**src/rtl/instruction_fetch.sv**
```systemverilog
// instruction_fetch: RV32I fetch stage. Holds the PC, issues one imem request
// at a time, buffers the returned word for decode over a valid/ready
// handshake, and drops responses made stale by a redirect.
// Optional feature macro: FETCH_MISALIGN_CHECK_EN (adds fetch_misalign_o and
// halts fetching after a redirect to a non-word-aligned target).
module instruction_fetch #(
  parameter int                    INST_WIDTH = 32,
  parameter logic [INST_WIDTH-1:0] RESET_PC   = '0
) (
  input  logic                  clk_i,
  input  logic                  rst_i,
  output logic                  imem_req_o,
  output logic [INST_WIDTH-1:0] imem_addr_o,
  input  logic                  imem_gnt_i,
  input  logic                  imem_rvalid_i,
  input  logic [INST_WIDTH-1:0] imem_rdata_i,
  input  logic                  redirect_i,
  input  logic [INST_WIDTH-1:0] redirect_pc_i,
  output logic [INST_WIDTH-1:0] inst_o,
  output logic [6:0]            opcode_o,
  output logic [INST_WIDTH-1:0] pc_o,
  output logic                  inst_valid_o,
`ifdef FETCH_MISALIGN_CHECK_EN
  output logic                  fetch_misalign_o,
`endif
  input  logic                  inst_ready_i
);

  localparam logic [INST_WIDTH-1:0] NOP = INST_WIDTH'(32'h0000_0013);

  typedef enum logic [1:0] {S_FETCH, S_WAIT, S_DRAIN} state_e;

  state_e                state_q, state_d;
  logic [INST_WIDTH-1:0] pc_q, pc_d;
  logic [INST_WIDTH-1:0] inst_q, inst_d;
  logic [INST_WIDTH-1:0] pc_out_q, pc_out_d;
  logic                  valid_q, valid_d;
  logic                  blocked;
  logic                  load;
  logic [INST_WIDTH-1:0] redir_tgt;

`ifdef FETCH_MISALIGN_CHECK_EN
  logic misalign_q, misalign_d;
  assign blocked          = misalign_q;
  assign redir_tgt        = redirect_pc_i;
  assign fetch_misalign_o = misalign_q;
`else
  assign blocked   = 1'b0;
  // Low bits are meaningless without the check; keep the PC word aligned.
  assign redir_tgt = redirect_pc_i & ~INST_WIDTH'(3);
`endif

  // A response in WAIT is written to the buffer unless a redirect kills it.
  assign load = (state_q == S_WAIT) && imem_rvalid_i && !redirect_i;

  // State and datapath registers
  always_ff @(posedge clk_i or posedge rst_i) begin
    if (rst_i) begin
      state_q  <= S_FETCH;
      pc_q     <= RESET_PC;
      inst_q   <= NOP;
      pc_out_q <= RESET_PC;
      valid_q  <= 1'b0;
`ifdef FETCH_MISALIGN_CHECK_EN
      misalign_q <= 1'b0;
`endif
    end else begin
      state_q  <= state_d;
      pc_q     <= pc_d;
      inst_q   <= inst_d;
      pc_out_q <= pc_out_d;
      valid_q  <= valid_d;
`ifdef FETCH_MISALIGN_CHECK_EN
      misalign_q <= misalign_d;
`endif
    end
  end

  // Next state: a redirect sends any still-outstanding response to DRAIN
  always_comb begin
    state_d = state_q;
    unique case (state_q)
      S_FETCH: if (imem_req_o && imem_gnt_i) state_d = redirect_i ? S_DRAIN : S_WAIT;
      S_WAIT:  if (imem_rvalid_i)            state_d = S_FETCH;
               else if (redirect_i)          state_d = S_DRAIN;
      S_DRAIN: if (imem_rvalid_i)            state_d = S_FETCH;
      default:                               state_d = S_FETCH;
    endcase
  end

  // Outputs: request only when the buffer is free or being emptied this cycle
  always_comb begin
    imem_req_o   = (state_q == S_FETCH) && (!valid_q || inst_ready_i) && !blocked;
    imem_addr_o  = pc_q;
    inst_o       = inst_q;
    opcode_o     = inst_q[6:0];
    pc_o         = pc_out_q;
    inst_valid_o = valid_q;
  end

  // Datapath next values: redirect > load > consume
  always_comb begin
    pc_d     = pc_q;
    inst_d   = inst_q;
    pc_out_d = pc_out_q;
    valid_d  = valid_q;
`ifdef FETCH_MISALIGN_CHECK_EN
    misalign_d = misalign_q;
`endif
    if (redirect_i) begin
      pc_d    = redir_tgt;
      valid_d = 1'b0;
`ifdef FETCH_MISALIGN_CHECK_EN
      if (redirect_pc_i[1:0] != 2'b00) misalign_d = 1'b1;
`endif
    end else if (load) begin
      inst_d   = imem_rdata_i;
      pc_out_d = pc_q;
      valid_d  = 1'b1;
      pc_d     = pc_q + INST_WIDTH'(4);
    end else if (valid_q && inst_ready_i) begin
      valid_d = 1'b0;
    end
  end

endmodule

```
**config.mk**
```make
export PLATFORM = sky130hd
export DESIGN_NAME = instruction_fetch
export DESIGN_NICKNAME = d
export VERILOG_FILES = /design/src/rtl/instruction_fetch.sv
export SDC_FILE = /design/constraint.sdc
export NUM_CORES = 1
export LEC_CHECK = 0
export ABC_AREA = 0
export BUFFER_PORTS_ARGS = -buffer_cell sky130_fd_sc_hd__buf_2
export CAP_MARGIN = 20
export CORE_MARGIN = 3
export CORE_UTILIZATION = 52
export CTS_BUF_LIST = sky130_fd_sc_hd__clkbuf_16
export DETAILED_ROUTE_END_ITERATION = 10
export PLACE_DENSITY = 0.86
export SETUP_SLACK_MARGIN = 0.4
export SLEW_MARGIN = 20
export SYNTH_ARGS = -nofsm -noshare
export SYNTH_HDL_FRONTEND = slang
export SYNTH_SLANG_ARGS = --single-unit
```
**constraint.sdc**
```tcl
create_clock -name clk_i -period 4.9 [get_ports clk_i]
set_input_delay 0.245 -clock clk_i [delete_from_list [all_inputs] [get_ports clk_i]]
set_output_delay 0.245 -clock clk_i [all_outputs]
set_load 0.005 [all_outputs]
```
* Word-level counts from Yosys, hierarchy flattened
Index checks and enable logic that the tools add are counted.
Storage, ports and cells: bits in registers 99, latch bits 0, bits in writable memories 0, ROM bits 0, input port bits 70, output and inout bits 105, memories 0
Operators by class: $add $sub $neg 1, multipliers 0, div/mod/pow operators 0, magnitude comparators 0, equality and inequality tests 5, shift-type cells 0, mux-type cells 11, bitwise gates (word level) 1, reduce and logical (&&, ||, !) cells 13
Operator list (count):
- $mux 32 | 2
- $add 32x3->32 const B | 1
- $mux 2 | 5
- $pmux 2 s3 | 1
- $logic_and 1x1->1 | 5
- $ne 2x2->1 const B | 2
- $mux 1 | 3
- $ne 3x3->1 const B | 1
- $reduce_and 3->1 | 1
- $reduce_bool 3->1 | 1
- $eq 2x1->1 const B | 1
- $eq 2x2->1 const B | 1
- $logic_not 1->1 | 2
- $logic_not 2->1 | 1
- $reduce_and 2->1 | 1
- $reduce_bool 2->1 | 1
- $logic_or 1x1->1 | 1
- $not 1->1 | 1

* Logic depth before layout (Yosys ltp)
Gate-level depths: netlist of the first run.
depth in word-level cells 6, depth in mapped cells 7, gate-level depth less buffers 6

* Worst setup path before layout of the first run
No wires, ideal clock.
kind register -> register, start point register state_q[1], end point register pc_q[31], in the netlist imem_addr_o[31], setup time 0.082 ns, arrival time 1.585 ns, required time 4.818 ns, path slack 3.233 ns, cell stages (with the launch flop) 6, buffers on the path 0, path through dfrtp_1 > nand3b_4 > nor4_4 > nand3_1 > or3_1 > a31oi_1
On the way: cells in the longest elaborated chain, start to end 4
Ends and longest elaborated chain:
- start: declaration | line 33 | state_e state_q, state_d;
- start signal: assignment | line 68 | state_q <= state_d;
- $eq 2x1->1 | line 54 | assign load = (state_q == S_WAIT) && imem_rvalid_i && !redirect_i;
- $logic_and 1x1->1 (2 in series) | line 54
- $reduce_bool 2->1 (no source line)
- end signal: assignment | line 69 | pc_q <= pc_d;
- end: declaration | line 34 | logic [INST_WIDTH-1:0] pc_q, pc_d;
Every way passes these cells. A chain may end at the register's enable or synchronous reset.

* Worst setup path after layout of the first run
start point register state_q[1], end point register inst_q[7], in the netlist inst_o[7]
On the way: cells in the longest elaborated chain, start to end 4
Ends and longest elaborated chain:
- $eq 2x1->1 | line 54
- $logic_and 1x1->1 (2 in series) | line 54
- $reduce_and 2->1 (no source line)
- end signal: assignment | line 70 | inst_q <= inst_d;
- end: declaration | line 35 | logic [INST_WIDTH-1:0] inst_q, inst_d;
Every way passes these cells.

==> results of run 1 <==
-- critical path: stages, from the launching register on --
cell      delay [ns]
dfrtp_1         0.45
nand3b_4        0.28
nor2_4          0.55
buf_4           0.55
mux2_2          0.40
-- per-layer routing --
layer | wire length [um] | global-route usage, %
met5 | 0 | 0
met4 | 99 | 7.58
met2 | 4900 | 36.3
met1 | 4070 | 26.2
met3 | 525 | 3.91
-- metrics by stage --
step                hold slack, ns  area (um^2)  total power, mW  std cells
global route                 0.116         5360             2.60        615
detailed placement           0.354         5070             1.83        598
floorplan                    0.354         4220             1.51        350
global placement             0.334         5070             1.79        598
CTS                          0.110         5360             2.47        615
finish                       0.114         5360             2.44        615
-- registers in the layout, indices dropped and copies added, names as in the netlist --
signal / count
pc_o: 30
inst_valid_o: 1
state_q: 2
imem_addr_o: 30
inst_o: 32
-- cell families (layout without fill, tap and decap cells) --
group | count (synthesis) | after routing | share of synthesized area [%]
xor+xnor | 28 | 28 | 5.83
buf+inv | 29 | 192 | 3.81
compound gates | 34 | 34 | 4.26
simple gates | 95 | 95 | 12.0
other cells | 1 | 4 | 0.0892
fa+ha+maj | 1 | 1 | 0.298
mux | 64 | 64 | 17.1
flops | 95 | 95 | 56.6
-- power groups by stage --
stage                     combinational [mW]  clock, mW  sequential [mW]
after detailed placement               0.637          0             1.20
after global placement                 0.614          0             1.17
after global routing                   0.697      0.685             1.22
final                                  0.624      0.634             1.18
after floorplan                        0.301          0             1.21
after CTS                              0.639      0.649             1.18
-- cell usage in the layout, fill, tap and decap left out, drive strengths merged --
cell	count
buf	172
dfrtp	92
mux2	63
nand2	40
o21ai	30
xor2	23
nand3	12
nand4	11
clkbuf	9
nor2	8
and3	5
xnor2	5
nor3	4
conb	4
clkinv	4
and4	3
and2	3
nand2b	3
clkinvlp	3
dfstp	3
inv	3
nor4	2
nand3b	1
nand4b	1
nor3b	1
a21oi	1
o31a	1
o32ai	1
or3	1
a31oi	1
mux2i	1
ha	1
dlygate4sd3	1
-- final cells by class --
| class | count | area, um^2 |
|---|---|---|
| clock buffers | 9 | 225 |
| clock inverters | 7 | 50.0 |
| fillers | 600 | 2410 |
| inverters | 3 | 13.8 |
| multi-input cells | 226 | 1680 |
| flip-flops and latches | 95 | 2380 |
| well taps | 102 | 128 |
| repair buffers | 173 | 881 |
-- path summary, 6_finish.rpt --
check                             startpoint         endpoint  slack (ns)  cells past startpoint
setup / recovery                  state_q[1]        inst_o[7]        2.52                      4
hold / removal             redirect_pc_i[21]  imem_addr_o[21]        0.11                      3
setup reg to reg                  state_q[1]        inst_o[7]        2.52                      4
hold reg to reg                     pc_o[17]         pc_o[17]        0.50                      1
max in group asynchronous              rst_i         pc_o[31]        3.32                      4
min in group asynchronous              rst_i       inst_o[17]        0.52                      3
==> summary.txt, run 1 <==
STA
  • Worst Max-Slew Pin Slew: 0.646 ns
  • Setup slack after layout: ~2.5 ns
  • RSZ-0062 raised after global routing: false
  • Ratio of final minimum period to clock period: between 40% and 50%
  • Final-report hold violation count: 0
  • Setup_tns: 0 ns
  • Clock tree skew after final layout: 0.00961 ns
  • Final Max Tran Viols: 0
  • Final worst path period need: between 2 and 2.5 ns
  • Maximum clock rate: 420 MHz
  • Finish-stage setup viols: 0
  • Max-slew headroom: 56.8%

GRT
  • Number of global-route vias before repair: 3,032
  • Overflow left after global routing: 0
  • Number of antenna violations at the first check in global routing: 0
  • Maximum number of pins on one net before global-route repair: 63
  • First-pass GRT wire length: between 10,000 and 15,000 um
  • Total track usage: 21.0%

Synthesis
  • Leading post-synthesis cells by instance count: dfrtp_1 (92), mux2_2 (63), nand2_1 (40)
  • Number of standard cells after synthesis: around 350
  • Fraction of the yosys area taken by sequential cells: 56.6%
  • Most used flip-flop cell after synthesis: dfrtp_1
  • Synthesis-stage register bit count: 95
  • EDFF count, synth: 0
  • Most frequently used cell type in the post-synthesis netlist: dfrtp_1
  • Share of flip-flops with an asynchronous set or reset after synthesis: 100%
  • Avg Inst Size Synth: approximately 12 um^2
  • Biggest area consumer among synthesized cells: dfrtp_1
  • Synth top area share: 54.8%
  • Number of different library cells in the post-synthesis netlist: 33
  • Biggest area contributors in the synthesized netlist: dfrtp_1 (55%), mux2_2 (17%), xor2_1 (4.8%), nand2_1 (3.6%), o21ai_0 (3.6%)
  • Total of warnings raised by yosys: 0
  • Synth Cell Area: 4200 um^2

Setup path
  • Critical path required time: between 5 and 6 ns
  • Data arrival at the endpoint of the critical path: 2.59 ns
  • Maximum fanout encountered on the critical timing path: 41
  • Startpoint Class: flip-flop
  • CP Capture Type: flip-flop
  • Setup CP Type: flip-flop to flip-flop

Clock tree
  • CTS resizes: 0
  • Post-CTS Hold Buffers: 1
  • Clock H-tree levels: 3
  • Number of setup buffers added after CTS: 0
  • Clock-pin slew of the registers on the worst-case setup and hold paths: ~0.070 ns
  • CTS tree: done
  • Clk Tree Root Cell: clkbuf_16
  • Total clock buffers created by CTS: 9
  • Clk_lat worst skew: approximately 0.33 ns
  • Sink count of the clock tree: 95
  • Deepest clock path buffer count: 2

Route
  • Detailed Route WL: 9590 um
  • First-pass iteration count of the detailed router: 4
  • Remaining DRCs: 0
  • Final routed wire length divided by cell count: 15.6 um
  • Vias: about 3,200
  • Ratio of routed vias to standard cells: 5.18
  • Number of nets with antenna violations after routing: 0
  • Drt initial violations: between 100 and 150

Power
  • Clk network pwr share: 26.0%
  • Leakage power figure: 2.62 nW
  • Share of power burned in registers: about half
  • Internal power contribution: 1.75 mW
  • Psw: 682 uW
  • Part of the power in combinational logic: 25.6%
  • IR Drop Worst-Case VDD: roughly 240 uV
  • Switching Share: 28.0%
  • Power density normalized to cell area: around 450 nW/um^2

Floorplan
  • Top-Level Pins: 175
  • Die boundary height: 95.9 um
  • Width of the die: 95.9 um
  • Total number of placement rows: 32
  • Starting utilization of the core area: 54.1%
  • Total die area: 9200 um^2
  • Std-Cell Core Area: 7770 um^2

Placed design
  • DPL Wire Length: between 7000 and 8000 um
  • Final RePlAce weighted congestion: 0.749
  • Pre-CTS setup slack: 2.47 ns
  • # port buffers: ~170

Job
  • MaxCap Viol Count: 0

Run status
  • Run status: finished clean

Finish
  • Fraction of final layout cells with drive strength greater than 1: 50.7%
  • Synth-to-Final Area Change: 27.5%
  • Util after Layout: 69.0%
  • Diode count: 0
  • Number of nets in the finished design: 579

Hold path
  • Worst hold-check path type: input pin to flip-flop
Note: power is estimated with default switching activity, not from simulation.
==> run 2: changes to the inputs <==
--- a/config.mk
+++ b/config.mk
@@ -9,10 +9,10 @@
 export BUFFER_PORTS_ARGS = -buffer_cell sky130_fd_sc_hd__buf_2
 export CAP_MARGIN = 20
 export CORE_MARGIN = 3
-export CORE_UTILIZATION = 52
+export CORE_UTILIZATION = 48
 export CTS_BUF_LIST = sky130_fd_sc_hd__clkbuf_16
 export DETAILED_ROUTE_END_ITERATION = 10
-export PLACE_DENSITY = 0.86
+export PLACE_DENSITY = 0.8
 export SETUP_SLACK_MARGIN = 0.4
 export SLEW_MARGIN = 20
 export SYNTH_ARGS = -nofsm -noshare
==> constraint.sdc (replaced) <==
create_clock -name clk_i -period 2.22 [get_ports clk_i]
set_input_delay 0.111 -clock clk_i [delete_from_list [all_inputs] [get_ports clk_i]]
set_output_delay 0.111 -clock clk_i [all_outputs]
set_load 0.005 [all_outputs]
==> run 2 against run 1 <==
Against the previous run:
- routed wire length up 4.7%
- total power up 120%
- worst setup slack worse by 2.1 ns
- critical path depth up 3
==> summary.txt, run 2 (synthesized netlist as in run 1, its figures left out) <==
Route
  • Detailed Route WL: 10,000 um (+4.7%)
  • Number of nets with antenna violations after routing: 0 (unchanged)
  • Final routed wire length divided by cell count: 15.4 um (-1.5%)
  • Vias: 3,335 (+4.7%)
  • Drt initial violations: 88 (-26%)
  • First-pass iteration count of the detailed router: 4 (unchanged)
  • Ratio of routed vias to standard cells: 5.10 (-1.6%)
  • Remaining DRCs: 0 (unchanged)

Setup path
  • Startpoint Class: flip-flop
  • Maximum fanout encountered on the critical timing path: 11 (-73%)
  • CP Capture Type: flip-flop
  • Critical path required time: 2.46 ns (-2.65 ns)
  • Data arrival at the endpoint of the critical path: 2.03 ns (-0.56 ns)
  • Setup CP Type: flip-flop to flip-flop

Clock tree
  • Sink count of the clock tree: 95 (unchanged)
  • Deepest clock path buffer count: 2 (unchanged)
  • Clk Tree Root Cell: clkbuf_16
  • CTS tree: done
  • Clock-pin slew of the registers on the worst-case setup and hold paths: 0.07 ns (about the same)
  • Clk_lat worst skew: 0.33 ns (about the same)
  • Total clock buffers created by CTS: 9 (unchanged)
  • Clock H-tree levels: 3 (unchanged)

Placed design
  • Instance area after placement: 5130 um^2 (+1.1%)
  • Pre-CTS setup slack: 0.266 ns (-2.20 ns)
  • DPL Wire Length: 7090 um (+0.25%)
  • # port buffers: 168 (unchanged)
  • Final RePlAce weighted congestion: 0.786 (+4.9%)

GRT
  • Maximum number of pins on one net before global-route repair: 54 (-14%)
  • Overflow left after global routing: 0 (unchanged)
  • Total track usage: 20.1% (-0.87 points)
  • Number of global-route vias before repair: 3,273 (+7.9%)
  • First-pass GRT wire length: 15,900 um (+7.6%)
  • Number of antenna violations at the first check in global routing: 0 (unchanged)

Finish
  • Most frequent cells in the layout: buf_2 (168), dfrtp_1 (90), mux2_2 (63)
  • Diode count: 0 (unchanged)
  • Final instance area: 5720 um^2 (+6.7%)
  • Flip-flop count of the largest register after layout: 32 (unchanged)
  • Fraction of final layout cells with drive strength greater than 1: 50.5% (-0.23 points)
  • Number of nets in the finished design: 615 (+6.2%)
  • Commonest non-fill, non-tap cell in the layout: buf_2
  • Synth-to-Final Area Change: 36.0%

Job
  • MaxCap Viol Count: 0 (unchanged)

STA
  • Setup_tns: 0 ns (unchanged)
  • Maximum clock rate: 559 MHz (+33%)
  • Final-report hold violation count: 0 (unchanged)
  • Ratio of final minimum period to clock period: 80.6% (+32 points)
  • Worst Max-Slew Pin Slew: 0.565 ns (-0.0806 ns)
  • Final worst path period need: 1.79 ns (-0.591 ns)
  • Clock tree skew after final layout: 0.00857 ns (-0.00104 ns)
  • Setup slack after layout: 0.432 ns (-2.09 ns)
  • RSZ-0062 raised after global routing: true
  • Final Max Tran Viols: 0 (unchanged)
  • Finish-stage setup viols: 0 (unchanged)
  • Max-slew headroom: 62.2% (+5.4 points)
  • Hold slack: 0.00573 ns (-0.108 ns)

Power
  • IR Drop Worst-Case VDD: 535 uV (+120%)
  • Switching Share: 28.1% (+0.14 points)
  • Share of power burned in registers: 47.6% (-0.8 points)
  • Psw: 1.53 mW (+120%)
  • Part of the power in combinational logic: 26.5% (+0.9 points)
  • Design Power: 5.45 mW (+120%)
  • Internal power contribution: 3.92 mW (+120%)
  • Leakage power figure: 2.80 nW (+6.9%)
  • Power density normalized to cell area: 954 nW/um^2 (+110%)
  • Clk network pwr share: 25.8% (-0.2 points)

Floorplan
  • Starting utilization of the core area: 50.4% (-3.7 points)
  • Die boundary height: 99.6 um (+3.8%)
  • Std-Cell Core Area: 8340 um^2 (+7.4%)
  • Width of the die: 99.6 um (+3.8%)
  • Total number of placement rows: 33 (+3.1%)
  • Total die area: 9920 um^2 (+7.8%)
  • Top-Level Pins: 175 (unchanged)

Run status
  • Run status: finished clean

Hold path
  • Worst hold-check path type: input pin to flip-flop
## run 2: cell count changes in the layout (fill, tap and decap cells not counted), moves of 2 or more
cell           before  now
dlygate4sd3_1       1   22
buf_4               4   17
clkinvlp_4          3    1
dfrtp_1            92   90
dfrtp_2             0    2
## run 2: path summary, 6_finish.rpt
check / end / cells after the start / start / slack, ns
worst min register to register: pc_o[30] / 1 / pc_o[30] / 0.50
max in group asynchronous: inst_o[1] / 4 / rst_i / 1.12
worst max register to register: imem_addr_o[22] / 7 / imem_addr_o[2] / 0.43
min in group asynchronous: pc_o[7] / 3 / rst_i / 0.40
worst min-delay path: imem_addr_o[25] / 3 / redirect_pc_i[25] / 0.006
worst max-delay path: imem_addr_o[22] / 7 / imem_addr_o[2] / 0.43
## run 2: final cells by class
class,count,area (um^2)
Timing Repair Buffer,209,1220
Sequential cell,95,2380
Clock buffer,9,225
Tap cell,105,131
Multi-Input combinational cell,226,1690
Fill cell,625,2620
Clock inverter,7,48.8
Inverter,3,15.0
## run 2: metrics by stage
step / util [%] / cells
final: 68.5 / 654
after global routing: 68.5 / 654
after CTS: 67.6 / 644
after detailed placement: 61.5 / 606
after global placement: 61.5 / 606
after floorplan: - / 350
## run 2: repair_timing
action,CTS,global route
endpoints found under the hold margin,43,0
hold buffers,22,0
setup buffers,0,10
cloned,0,0
pin swaps,0,3
setup endpoints to repair,6,19
resized for setup,2,4
## run 2: critical path, stage by stage (launching register included)
cell and delay [ns]:
dfrtp_1 0.43, ha_1 0.18, nand4b_1 0.17, nor3_1 0.25
buf_4 0.23, nand3_1 0.10, xor2_1 0.15, o21ai_0 0.19
## run 2: per-layer routing
metal,share of wire [%],up-vias,GRT usage [%]
li1,-,1590,-
met3,5.8,14,4.00
met2,52,113,34.4
met1,41,1618,25.4
met5,0,-,0
met4,1.6,0,7.14
## run 2: power groups by stage
| stage | Sequential [mW] | Clock, mW | Combinational [mW] |
|---|---|---|---|
| floorplan | 2.66 | 0 | 0.664 |
| global placement | 2.58 | 0 | 1.38 |
| detailed placement | 2.64 | 0 | 1.42 |
| CTS | 2.61 | 1.44 | 1.45 |
| global route | 2.68 | 1.51 | 1.59 |
| finish | 2.60 | 1.41 | 1.45 |
==> run 3: changes to the inputs <==
==> constraint.sdc (replaced) <==
create_clock -name clk_i -period 1.7 [get_ports clk_i]
set_input_delay 0.085 -clock clk_i [delete_from_list [all_inputs] [get_ports clk_i]]
set_output_delay 0.085 -clock clk_i [all_outputs]
set_load 0.005 [all_outputs]
==> run 3 against run 2 <==
Against the previous run:
- worst hold slack worse by 0.0065 ns
- maximum frequency up 4.7%
- the run now ends with negative hold slack, negative setup slack left
- register-to-register slack worse by 0.44 ns
- final cell count up 11%
- combinational power up 80%
- worst setup slack worse by 0.44 ns
==> summary.txt, run 3 (synthesized netlist as in run 1, its figures left out) <==
Run status
  • Run status: complete, but fails checks
  • Failing checks: negative hold slack, negative setup slack

Setup path
  • Setup CP Type: flip-flop to flip-flop
  • CP Capture Type: flip-flop
  • Delay of the slowest cell on the worst path: 0.41 ns (-0.02 ns)
  • R2r startpoint: state_q[1]
  • Crit path max-delay cell type: dfrtp_1
  • Most Frequent Cell on Critical Path: buf_6
  • Start point of the critical path: state_q[1]
  • Number of buffers and inverters on the critical path: 3 (+2)
  • Kind of cell adding the most delay to the critical path: simple AND/OR/NAND/NOR gates
  • Critical path required time: 1.91 ns (-0.55 ns)
  • Cell chain of the critical path: nand3b_4 > buf_12 > nor4_4 > buf_6 > buf_6 > nand3_2 > xor2_1 > o21ai_1
  • Startpoint Class: flip-flop
  • Maximum fanout encountered on the critical timing path: 5 (-6)
  • Data arrival at the endpoint of the critical path: 1.91 ns (-0.12 ns)

GRT
  • Maximum number of pins on one net before global-route repair: 53 (-1.9%)
  • Overflow left after global routing: 0 (unchanged)
  • Total track usage: 26.6% (+6.5 points)
  • First-pass GRT wire length: 20,800 um (+31%)
  • Number of global-route vias before repair: 4,029 (+23%)
  • Number of antenna violations at the first check in global routing: 0 (unchanged)

Route
  • First-pass iteration count of the detailed router: 4 (unchanged)
  • Number of nets with antenna violations after routing: 0 (unchanged)
  • Ratio of routed vias to standard cells: 5.21 (+2.2%)
  • Remaining DRCs: 0 (unchanged)
  • Final routed wire length divided by cell count: 19.3 um (+26%)
  • Detailed Route WL: 14,000 um (+39%)
  • Vias: 3,782 (+13%)
  • Drt initial violations: 133 (+51%)

Hold path
  • Startpoint of the lowest-slack hold path: imem_rdata_i[8]
  • Worst hold-check path type: input pin to flip-flop

Power
  • Power density normalized to cell area: 1160 nW/um^2 (+22%)
  • Share of power burned in registers: 42.9% (-4.7 points)
  • Psw: 2.32 mW (+51%)
  • Clk network pwr share: 24.9% (-0.9 points)
  • Leakage power figure: 3.40 nW (+21%)
  • IR Drop Worst-Case VDD: 560 uV (+4.6%)
  • Internal power contribution: 5.78 mW (+47%)
  • Part of the power in combinational logic: 32.2% (+5.7 points)
  • Design Power: 8.10 mW (+49%)
  • Switching Share: 28.7% (+0.54 points)

STA
  • Final-report hold violation count: 1 (+1)
  • Final Max Tran Viols: 0 (unchanged)
  • RSZ-0062 raised after global routing: true
  • Ratio of final minimum period to clock period: 101% (+20 points)
  • Worst Max-Slew Pin Slew: 0.637 ns (+0.0721 ns)
  • Setup_tns: -0.00873 ns (-0.00873 ns)
  • Max-slew headroom: 57.5% (-4.7 points)
  • Hold slack: -0.000728 ns (-0.00646 ns)
  • Maximum clock rate: 585 MHz (+4.7%)
  • Setup slack after layout: -0.00873 ns (-0.440 ns)
  • Clock tree skew after final layout: 0.00946 ns (+0.000888 ns)
  • Finish-stage setup viols: 1 (+1)
  • Final worst path period need: 1.71 ns (-0.0796 ns)

Finish
  • Most frequent cells in the layout: buf_2 (168), dfrtp_1 (89), mux2_4 (61)
  • Flip-flop count of the largest register after layout: 32 (unchanged)
  • Count of filler cells inserted in the layout: 447 (-28%)
  • Number of nets in the finished design: 687 (+12%)
  • Fraction of final layout cells with drive strength greater than 1: 54.9% (+4.5 points)
  • Non-filler cells, final: 726 (+11%)
  • Util after Layout: 83.7% (+15 points)
  • Diode count: 0 (unchanged)
  • Synth-to-Final Area Change: 66.1%
  • Final instance area: 6980 um^2 (+22%)
  • Commonest non-fill, non-tap cell in the layout: buf_2

Floorplan
  • Top-Level Pins: 175 (unchanged)
  • Starting utilization of the core area: 50.4% (unchanged)
  • Width of the die: 99.6 um (unchanged)
  • Total die area: 9920 um^2 (unchanged)
  • Std-Cell Core Area: 8340 um^2 (unchanged)
  • Total number of placement rows: 33 (unchanged)
  • Die boundary height: 99.6 um (unchanged)

Placed design
  • DPL Wire Length: 7790 um (+9.9%)
  • Placed insts: 625 (+3.1%)
  • Instance area after placement: 5540 um^2 (+8.0%)
  • # port buffers: 168 (unchanged)
  • Final RePlAce weighted congestion: 0.759 (-3.4%)
  • Pre-CTS setup slack: 0.0694 ns (-0.197 ns)

Clock tree
  • Clock-pin slew of the registers on the worst-case setup and hold paths: 0.07 ns (about the same)
  • Clk Tree Root Cell: clkbuf_16
  • Clock H-tree levels: 3 (unchanged)
  • CTS tree: done
  • Sink count of the clock tree: 95 (unchanged)
  • Deepest clock path buffer count: 2 (unchanged)
  • Total clock buffers created by CTS: 9 (unchanged)
  • Clk_lat worst skew: 0.34 ns (about the same)

Job
  • MaxCap Viol Count: 0 (unchanged)
[run 3: final timing paths]
path,slack (ns),cells past startpoint,to
worst max-delay path,-0.009,8,imem_addr_o[19]
worst min-delay path,-0.0007,2,inst_o[8]
worst max register to register,-0.009,8,imem_addr_o[19]
worst min register to register,0.51,1,pc_o[19]
max in group asynchronous,0.70,4,imem_addr_o[6]
min in group asynchronous,0.49,4,pc_o[31]
[run 3: cell type report]
cell class / count / area [um^2] / share of cell area, %
Clock buffer: 9 / 225 / 3.23
Clock inverter: 7 / 73.8 / 1.06
Inverter: 3 / 15.0 / 0.215
Multi-Input combinational cell: 226 / 2060 / 29.5
Sequential cell: 95 / 2380 / 34.2
Tap cell: 105 / 131 / 1.88
Timing Repair Buffer: 281 / 2090 / 29.9
[run 3: routing by layer]
layer	GRT usage, %	vias to the layer above	routed length (um)
li1	-	1728	-
met1	32.4	1866	5570
met2	47.3	164	7230
met3	6.94	24	917
met4	6.09	0	282
met5	0	-	0
[run 3: power groups by stage]
| stage | combinational (mW) | clock, mW | sequential [mW] |
|---|---|---|---|
| after CTS | 2.50 | 2.02 | 3.42 |
| after global routing | 2.80 | 2.14 | 3.55 |
| final | 2.61 | 2.02 | 3.47 |
| after global placement | 2.25 | 0 | 3.38 |
| after detailed placement | 2.30 | 0 | 3.45 |
| after floorplan | 1.21 | 0 | 3.50 |
[run 3: what timing repair did]
item	4_1_cts	5_1_grt
buffers inserted	15	8
hold endpoints to repair	146	0
resized for setup	24	34
hold buffers	55	0
pin swaps	6	10
gates cloned	3	4
setup endpoints to repair	90	93
[run 3: worst reg2reg max path: stages (launching register included)]
cell and delay, ns:
dfrtp_1 0.41, nand3b_4 0.22, buf_12 0.16, nor4_4 0.21, buf_6 0.19, buf_6 0.10
nand3_2 0.07, xor2_1 0.15, o21ai_1 0.07
